$ cat src/rtl/sdram_pkg.sv
// Shared types for the SDRAM command issuer: FSM states, request record and
// the default address widths used by the issuer and its optional statistics.
package sdram_pkg;

    localparam int DEFAULT_ROW_WIDTH  = 14;
    localparam int DEFAULT_COL_WIDTH  = 10;
    localparam int DEFAULT_BANK_WIDTH = 2;
    localparam int STAT_WIDTH         = 16;

    typedef enum logic [2:0] {
        IDLE,
        CHECK,
        SEND_PRE,
        WAIT_PRE,
        SEND_ACT,
        WAIT_ACT,
        ISSUE
    } issuer_state_t;

    typedef logic [DEFAULT_ROW_WIDTH-1:0] bank_row_t;

    typedef struct packed {
        logic                          write;
        logic [DEFAULT_BANK_WIDTH-1:0] bank;
        bank_row_t                     row;
        logic [DEFAULT_COL_WIDTH-1:0]  col;
    } mem_req_t;

    function automatic logic [STAT_WIDTH-1:0] sat_inc(input logic [STAT_WIDTH-1:0] value);
        return (value == {STAT_WIDTH{1'b1}}) ? value : value + 1'b1;
    endfunction

endpackage

$ cat src/rtl/sdram_issuer_stats.sv
// Saturating hit/miss/conflict counters for the command issuer.
// Only instantiated when SDRAM_ISSUER_STATS_EN is defined.
module sdram_issuer_stats
    import sdram_pkg::*;
(
    input  logic                  clk,
    input  logic                  rst,
    input  logic                  hit,
    input  logic                  miss,
    input  logic                  conflict,
    output logic [STAT_WIDTH-1:0] stat_hits,
    output logic [STAT_WIDTH-1:0] stat_misses,
    output logic [STAT_WIDTH-1:0] stat_conflicts
);

    always_ff @(posedge clk or posedge rst) begin
        if (rst) begin
            stat_hits      <= '0;
            stat_misses    <= '0;
            stat_conflicts <= '0;
        end else begin
            if (hit)      stat_hits      <= sat_inc(stat_hits);
            if (miss)     stat_misses    <= sat_inc(stat_misses);
            if (conflict) stat_conflicts <= sat_inc(stat_conflicts);
        end
    end

endmodule

$ cat src/rtl/sdram_cmd_issuer.sv
// Single-request SDRAM command scheduler: opens the target row through the bank
// tracker, then presents RD/WR. Optional counters under SDRAM_ISSUER_STATS_EN.
module sdram_cmd_issuer
    import sdram_pkg::*;
#(
    parameter int ROW_WIDTH       = DEFAULT_ROW_WIDTH,
    parameter int COL_WIDTH       = DEFAULT_COL_WIDTH,
    parameter int NUM_GROUPS      = 2,
    parameter int BANKS_PER_GROUP = 2,
    parameter int BANKS           = NUM_GROUPS * BANKS_PER_GROUP,
    parameter int BANK_WIDTH      = $clog2(BANKS)
) (
    input  logic                       clk,
    input  logic                       rst,
    input  logic                       req_valid,
    output logic                       req_ready,
    input  logic                       req_write,
    input  logic [BANK_WIDTH-1:0]      req_bank,
    input  logic [ROW_WIDTH-1:0]       req_row,
    input  logic [COL_WIDTH-1:0]       req_col,
    input  logic [BANKS-1:0]           bank_ready,
    input  logic [BANKS-1:0]           bank_active,
    input  logic [BANKS-1:0]           bank_blocked,
    input  logic [BANKS*ROW_WIDTH-1:0] bank_active_row,
    output logic [BANKS-1:0]           precharge,
    output logic [BANKS-1:0]           activate,
    output logic [ROW_WIDTH-1:0]       row_address,
    output logic                       cmd_valid,
    input  logic                       cmd_ready,
    output logic                       cmd_write,
    output logic [BANK_WIDTH-1:0]      cmd_bank,
    output logic [COL_WIDTH-1:0]       cmd_col
`ifdef SDRAM_ISSUER_STATS_EN
    ,
    output logic [STAT_WIDTH-1:0]      stat_hits,
    output logic [STAT_WIDTH-1:0]      stat_misses,
    output logic [STAT_WIDTH-1:0]      stat_conflicts
`endif
);

    generate
        if ((BANKS & (BANKS - 1)) != 0) begin : g_banks_pow2
            $error("sdram_cmd_issuer: BANKS must be a power of two");
        end
    endgenerate

    issuer_state_t state, state_next;

    logic                  write_q;
    logic [BANK_WIDTH-1:0] bank_q;
    logic [ROW_WIDTH-1:0]  row_q;
    logic [COL_WIDTH-1:0]  col_q;

    logic                  cur_blocked;
    logic                  cur_active;
    logic                  cur_ready;
    logic [ROW_WIDTH-1:0]  cur_open_row;
    logic                  row_hit;
    logic [BANKS-1:0]      bank_onehot;

    always_comb begin
        cur_open_row = '0;
        for (int i = 0; i < BANKS; i++) begin
            if (bank_q == BANK_WIDTH'(i))
                cur_open_row = bank_active_row[i*ROW_WIDTH +: ROW_WIDTH];
        end
    end

    assign cur_blocked = bank_blocked[bank_q];
    assign cur_active  = bank_active[bank_q];
    assign cur_ready   = bank_ready[bank_q];
    assign row_hit     = (cur_open_row == row_q);
    assign bank_onehot = BANKS'(1) << bank_q;

    always_ff @(posedge clk or posedge rst) begin
        if (rst) state <= IDLE;
        else     state <= state_next;
    end

    // Request fields are captured only on the handshake and held until the next one.
    always_ff @(posedge clk or posedge rst) begin
        if (rst) begin
            write_q <= 1'b0;
            bank_q  <= '0;
            row_q   <= '0;
            col_q   <= '0;
        end else if (state == IDLE && req_valid) begin
            write_q <= req_write;
            bank_q  <= req_bank;
            row_q   <= req_row;
            col_q   <= req_col;
        end
    end

    always_comb begin
        state_next = state;
        case (state)
            IDLE:     if (req_valid) state_next = CHECK;
            CHECK: begin
                if (cur_blocked)                state_next = CHECK;
                else if (cur_active && row_hit) state_next = ISSUE;
                else if (cur_active)            state_next = SEND_PRE;
                else                            state_next = SEND_ACT;
            end
            SEND_PRE: state_next = WAIT_PRE;
            // The tracker registers the pulse, so blocked is already high on
            // the first WAIT cycle and cannot be missed here.
            WAIT_PRE: if (!cur_blocked) state_next = CHECK;
            SEND_ACT: state_next = WAIT_ACT;
            WAIT_ACT: if (!cur_blocked && cur_ready) state_next = ISSUE;
            ISSUE:    if (cmd_ready) state_next = IDLE;
            default:  state_next = IDLE;
        endcase
    end

    always_comb begin
        req_ready   = (state == IDLE);
        precharge   = (state == SEND_PRE) ? bank_onehot : '0;
        activate    = (state == SEND_ACT) ? bank_onehot : '0;
        cmd_valid   = (state == ISSUE);
        row_address = row_q;
        cmd_write   = write_q;
        cmd_bank    = bank_q;
        cmd_col     = col_q;
    end

`ifdef SDRAM_ISSUER_STATS_EN
    // Only the first unblocked CHECK of a request is classified; the CHECK
    // revisited after a precharge is not counted again.
    logic first_check_q;
    logic classify;

    always_ff @(posedge clk or posedge rst) begin
        if (rst)                                 first_check_q <= 1'b0;
        else if (state == IDLE && req_valid)     first_check_q <= 1'b1;
        else if (state == CHECK && !cur_blocked) first_check_q <= 1'b0;
    end

    assign classify = (state == CHECK) && first_check_q && !cur_blocked;

    sdram_issuer_stats u_stats (
        .clk            (clk),
        .rst            (rst),
        .hit            (classify && cur_active && row_hit),
        .miss           (classify && !cur_active),
        .conflict       (classify && cur_active && !row_hit),
        .stat_hits      (stat_hits),
        .stat_misses    (stat_misses),
        .stat_conflicts (stat_conflicts)
    );
`endif

endmodule

$ cat config.mk
export PLATFORM = sky130hd
export DESIGN_NAME = sdram_cmd_issuer
export DESIGN_NICKNAME = d
export VERILOG_FILES = /design/src/rtl/sdram_pkg.sv /design/src/rtl/sdram_issuer_stats.sv /design/src/rtl/sdram_cmd_issuer.sv
export SDC_FILE = /design/constraint.sdc
export NUM_CORES = 1
export LEC_CHECK = 0
export CAP_MARGIN = 20
export CORE_MARGIN = 8
export CORE_UTILIZATION = 31
export DETAILED_ROUTE_END_ITERATION = 10
export PLACE_DENSITY = 0.77
export SLEW_MARGIN = 10
export SYNTH_ARGS = -nofsm -noshare
export SYNTH_HDL_FRONTEND = slang
export SYNTH_SLANG_ARGS = --single-unit
$ cat constraint.sdc
create_clock -name clk -period 1.8 [get_ports clk]
set_input_delay 0.18 -clock clk [delete_from_list [all_inputs] [get_ports clk]]
set_output_delay 0.18 -clock clk [all_outputs]
set_load 0.02 [all_outputs]
# Word level (Yosys, flattened, before mapping)
# Cells that the tools add are included.
dict set report word_totals {
  output_inout_bits 37
  regBits 30
}
dict set report op_classes {
  n_shift 1
  n_eq_ne 14
  muxes 20
  n_lt_le_gt_ge 1
  n_reduce_logical 7
}
# cell count
set ops {}
lappend ops {{two-way mux 14 bit} 4}
lappend ops {{two-way mux 3 bit} 7}
lappend ops {{one-hot mux 3 bit (7 select lines)} 1}
lappend ops {{== test 14 bit} 1}
lappend ops {{== test 3 bit (second input constant)} 3}
lappend ops {{two-way mux 4 bit} 2}
lappend ops {{binary-select mux 1 bit (select 2 bit)} 3}
lappend ops {{== test 3 x 2 -> 1 bit (second input constant)} 2}
lappend ops {{inequality test 2 bit (second input constant)} 3}
lappend ops {{== test 2 bit (second input constant)} 2}
lappend ops {{AND reduction 4 bit} 1}
lappend ops {{<< shifter 1 x 2 -> 4 bit (first input constant)} 1}
lappend ops {{== test 3 x 1 -> 1 bit (second input constant)} 1}
lappend ops {{logical AND 1 bit} 3}
lappend ops {{logical NOT 3 bit} 1}
lappend ops {{< comparator 2 x 3 -> 1 bit (second input constant)} 1}
lappend ops {{two-way mux 1 bit} 3}
lappend ops {{== test 2 x 1 -> 1 bit (second input constant)} 1}
lappend ops {{logical NOT 2 bit} 1}
lappend ops {{inequality test 2 x 1 -> 1 bit (second input constant)} 1}
lappend ops {{logical NOT 1 bit} 1}

# Depth between registers and ports, before layout
dict set report logic_depth {
  word_depth 10
  mapped_depth 7
  mapped_depth_nobuf 5
}

# Least setup slack after synthesis
# OpenSTA, ideal clock, no wires.
dict set report synth_timing {
  path_type {register -> register}
  from {register state[2]}
  to {register bank_q[1] (netlist: cmd_bank[1])}
  t_arrival_ns 1.925
  synth_period_minus_slack_ns 2.050
  path_slack_ns -0.250
  stages_incl_launch_ff 6
  cell_sequence {dfrtp_1 -> nor3_1 -> and2_1 -> buf_2 -> buf_2 -> mux2_2}
}
dict set report synth_via {
  elab_chain_cells 2
}
# element line
set synth_lines {}
lappend synth_lines {{start, declared} sdram_cmd_issuer.sv:47} ;# issuer_state_t state, state_next;
lappend synth_lines {{start signal, assigned} sdram_cmd_issuer.sv:77} ;# else state <= state_next;
lappend synth_lines {{logical NOT 3 bit} -}
lappend synth_lines {{named net req_ready} sdram_cmd_issuer.sv:16} ;# output logic req_ready,
lappend synth_lines {{logical AND 1 bit} sdram_cmd_issuer.sv:87} ;# end else if (state == IDLE && req_valid) begin
lappend synth_lines {{end signal, assigned} sdram_cmd_issuer.sv:89} ;# bank_q <= req_bank;
lappend synth_lines {{end, declared} sdram_cmd_issuer.sv:50} ;# logic [BANK_WIDTH-1:0] bank_q;
# The timed path passes the listed nets, and every way through them passes these cells.
# A chain may end at the register's enable or synchronous reset.

# Final worst setup path
dict set report layout_timing {
  from {register bank_q[0] (netlist: cmd_bank[0])}
  to {register state[2]}
}
dict set report layout_via {
  elab_chain_cells 10
}
# element line
set layout_lines {}
lappend layout_lines {{logical NOT 2 bit} sdram_cmd_issuer.sv:64} ;# if (bank_q == BANK_WIDTH'(i))
lappend layout_lines {{two-way mux 14 bit (4 in series)} sdram_cmd_issuer.sv:64}
lappend layout_lines {{== test 14 bit} sdram_cmd_issuer.sv:72} ;# assign row_hit = (cur_open_row == row_q);
lappend layout_lines {{logical AND 1 bit} sdram_cmd_issuer.sv:101} ;# else if (cur_active && row_hit) state_next = ISSUE;
lappend layout_lines {{two-way mux 3 bit} sdram_cmd_issuer.sv:101}
lappend layout_lines {{two-way mux 3 bit} sdram_cmd_issuer.sv:100} ;# if (cur_blocked) state_next = CHECK;
lappend layout_lines {{one-hot mux 3 bit (7 select lines)} sdram_cmd_issuer.sv:97} ;# case (state)
# Several ways; a longest one is shown, not always the timed one. The select of a mux whose other input is x is not followed.

==> impl_metrics.env <==
export IMPL_worstSetupPathType="reg2reg"
export IMPL_cts_tree="yes"
export IMPL_start_util_pct=31.7
export IMPL_ys_seq_area_share_pct=40.2
export IMPL_dieArea_mm2=0.00876
export IMPL_viasPerCell=4.81
export IMPL_drive_gt1_share_pct=27.1
export IMPL_cellLeakagePower_nw=1.44
export IMPL_syn_avg_cell_area_um2=13.8
export IMPL_vias=1725
export IMPL_finalSetupViolCount=1
export IMPL_drt_initial_drc_count=36
export IMPL_synth_nets=234
export IMPL_avgRoutedWirePerCell_um=18.4
export IMPL_grt_pass1_vias=1960
export IMPL_die_w_um=93.6
export IMPL_row_count=28
export IMPL_rsz0062_at_grt="yes"
export IMPL_drc=0
export IMPL_synthCells=135
export IMPL_setup_ws_ps=-135
export IMPL_cts_made_buffers=5
export IMPL_reg2reg_to="state[2]"
export IMPL_r2r_start="cmd_bank[0]"
export IMPL_relSlewSlack_pct=74.7
export IMPL_finalSetupTns_ps=-135
export IMPL_fin_crit_sh_pct=107
export IMPL_nets=382
export IMPL_ant_nets=0
export IMPL_cts_root_buf="clkbuf_8"
export IMPL_pwr_density_cell_mw_per_mm2=1500
export IMPL_path_clk_slew_ps=70
export IMPL_grt_total_usage_pct=15.1
export IMPL_hold_ws_ps=299
export IMPL_ctsHtreeMaxLevel=2
export IMPL_finalClockSkew_ps=5.93
export IMPL_worstPathRequired_ps=2010
export IMPL_r2r_setup_slack_ps=-130
export IMPL_coreArea_mm2=0.00589
export IMPL_final_hold_viol_count=0
export IMPL_stdcell_count=359
export IMPL_ir_drop_mv=0.819
export IMPL_cts_sinks=30
export IMPL_start_kind="flop"
export IMPL_clkLatencyLatePin_ps=280
export IMPL_antenna_found_initial=0
export IMPL_crit_fanout=7
export IMPL_io_pin_count=136
export IMPL_rr_worst_depth=7
export IMPL_multi_input_area_mm2=0.00107
export IMPL_clock_path_buffers=2
export IMPL_wl_um=6610
export IMPL_first_pass_iters=4
export IMPL_placedCellCount=348
export IMPL_violations="setup timing"
export IMPL_maxCapViolations=0
export IMPL_n_antenna_cell=0
export IMPL_yosys_warnings=0
export IMPL_port_buffers=135
export IMPL_area_growth_synth_to_final_pct=90.0
export IMPL_pre_cts_ws_ps=-283
export IMPL_worstPathArrival_ps=2140
export IMPL_grt_first_pass_wirelength_um=10100
export IMPL_grt_max_degree=31
export IMPL_min_path_type="in2async"
export IMPL_status="finished, violations left"
export IMPL_synth_seq_cells=30
export IMPL_place_gp_congestion=0.870
export IMPL_end_kind="flop"
export IMPL_synth_distinct_cells=27
export IMPL_fin_crit_ps=1930
export IMPL_hpwl_um=5550
export IMPL_slew_violations=0
export IMPL_fmax_mhz=517
export IMPL_syn_cell_area_mm2=0.00187
export IMPL_die_y_um=93.6
export IMPL_worst_slew_pin_slew_ps=380
export IMPL_fill_cells=506
export IMPL_seqCellArea_um2=752
export IMPL_overflow=0
## layout make-up
cell class	instances	share of cell area, %
inverter	3	0.317
clock inverter	3	1.13
clock buffer	5	1.94
tap	75	2.65
sequential	30	21.2
multi-input combinational	92	30.1
timing repair buffer	151	42.7
## cell usage in the layout, fill, tap and decap left out, types with 5 or more instances in the layout
| cell | instances |
|---|---|
| xor2_1 | 14 |
| mux4_2 | 11 |
| mux4_1 | 6 |
| buf_4 | 11 |
| mux2_2 | 27 |
| clkbuf_8 | 5 |
| nor2_1 | 5 |
| buf_12 | 5 |
| dfrtp_1 | 29 |
| clkdlybuf4s50_1 | 124 |
## worst max-delay path by stage
stage | startpoint | endpoint | slack [ps] | cells past startpoint
6_report | cmd_bank[0] | state[2] | -130 | 7
5_1_grt | cmd_bank[0] | state[2] | -240 | 7
4_1_cts | cmd_bank[0] | state[2] | -180 | 7
3_5_place_dp | cmd_bank[0] | state[2] | -280 | 6
3_3_place_gp | cmd_bank[0] | state[2] | -240 | 6
2_1_floorplan | cmd_bank[0] | state[2] | -110 | 7
## repair_timing
item,in CTS,in global routing
cloned,0,0
pin swaps,1,3
endpoints found under the setup margin,13,10
resized for setup,31,16
hold buffers,0,0
buffers inserted,1,2
## kinds of logic (layout without fill, tap and decap cells)
kind of cell           after synthesis  after routing  synth area share, %
multiplexers                        44             44                 38.4
flip-flops                          30             30                 40.2
AND/OR/NAND/NOR                     25             25                 7.71
XOR/XNOR                            14             14                 6.57
buffers and inverters               13            162                 4.42
AO/OA/AOI/OAI                        9              9                 2.68
## Yosys cell counts
master    number  share of area [%]
a21oi_1        3               0.80
nand4_1        1               0.34
buf_12         1                1.1
mux4_1         8                 11
a31oi_1        2               0.67
xor2_1        14                6.6
or3_1          1               0.34
buf_2          5                1.3
nand3_1        1               0.27
nor4_1         3                1.0
buf_6          1               0.60
mux2_2        27                 16
nor2b_1        1               0.34
buf_4          1               0.40
nor3b_1        6                2.4
nand2b_1       1               0.34
dfrtp_1       30                 40
and2_1         1               0.34
nand2_1        1               0.20
o21ai_0        3               0.80
nor2_1         5                1.0
o21a_1         1               0.40
mux4_2         9                 11
nor3_1         3               0.80
clkbuf_1       2               0.40
inv_1          3               0.60
and3_1         1               0.34
## flip-flops by register name, indices dropped and copies added, names as in the netlist
signal       flops
state            3
cmd_write        1
row_address     14
cmd_bank         2
cmd_col         10
## worst max-delay path, stage by stage, from the launching register on
cell and delay, ps:
dfrtp_2 410, buf_12 130, buf_12 120, mux4_2 520, xor2_1 170, nor4_2 250, nand4_1 130, a31oi_1 130
## per-layer routing
metal  GRT usage, %  part of all wire [%]
met1           14.7                    33
met3           5.13                   8.6
met2           28.3                    56
met4           6.61                   2.6
met5              0                     0
## power breakdown
group	total, W	internal [W]	leakage [nW]	switching [W]
combinational	0.00339	0.00193	1.02	0.00146
sequential	0.00128	0.00102	0.356	0.000258
clock	0.000662	0.000407	0.0579	0.000256
total	0.00533	0.00336	1.44	0.00197
## per-stage QoR
step                power (W)  area, µm²  utilization [%]
detailed placement    0.00455       3390             57.7
CTS                   0.00535       3530             60.0
finish                0.00533       3550             60.3
global placement      0.00448       3390             57.7
floorplan             0.00315       1870                -
global route          0.00566       3550             60.3
No activity file was read; power rests on OpenSTA's default activity.
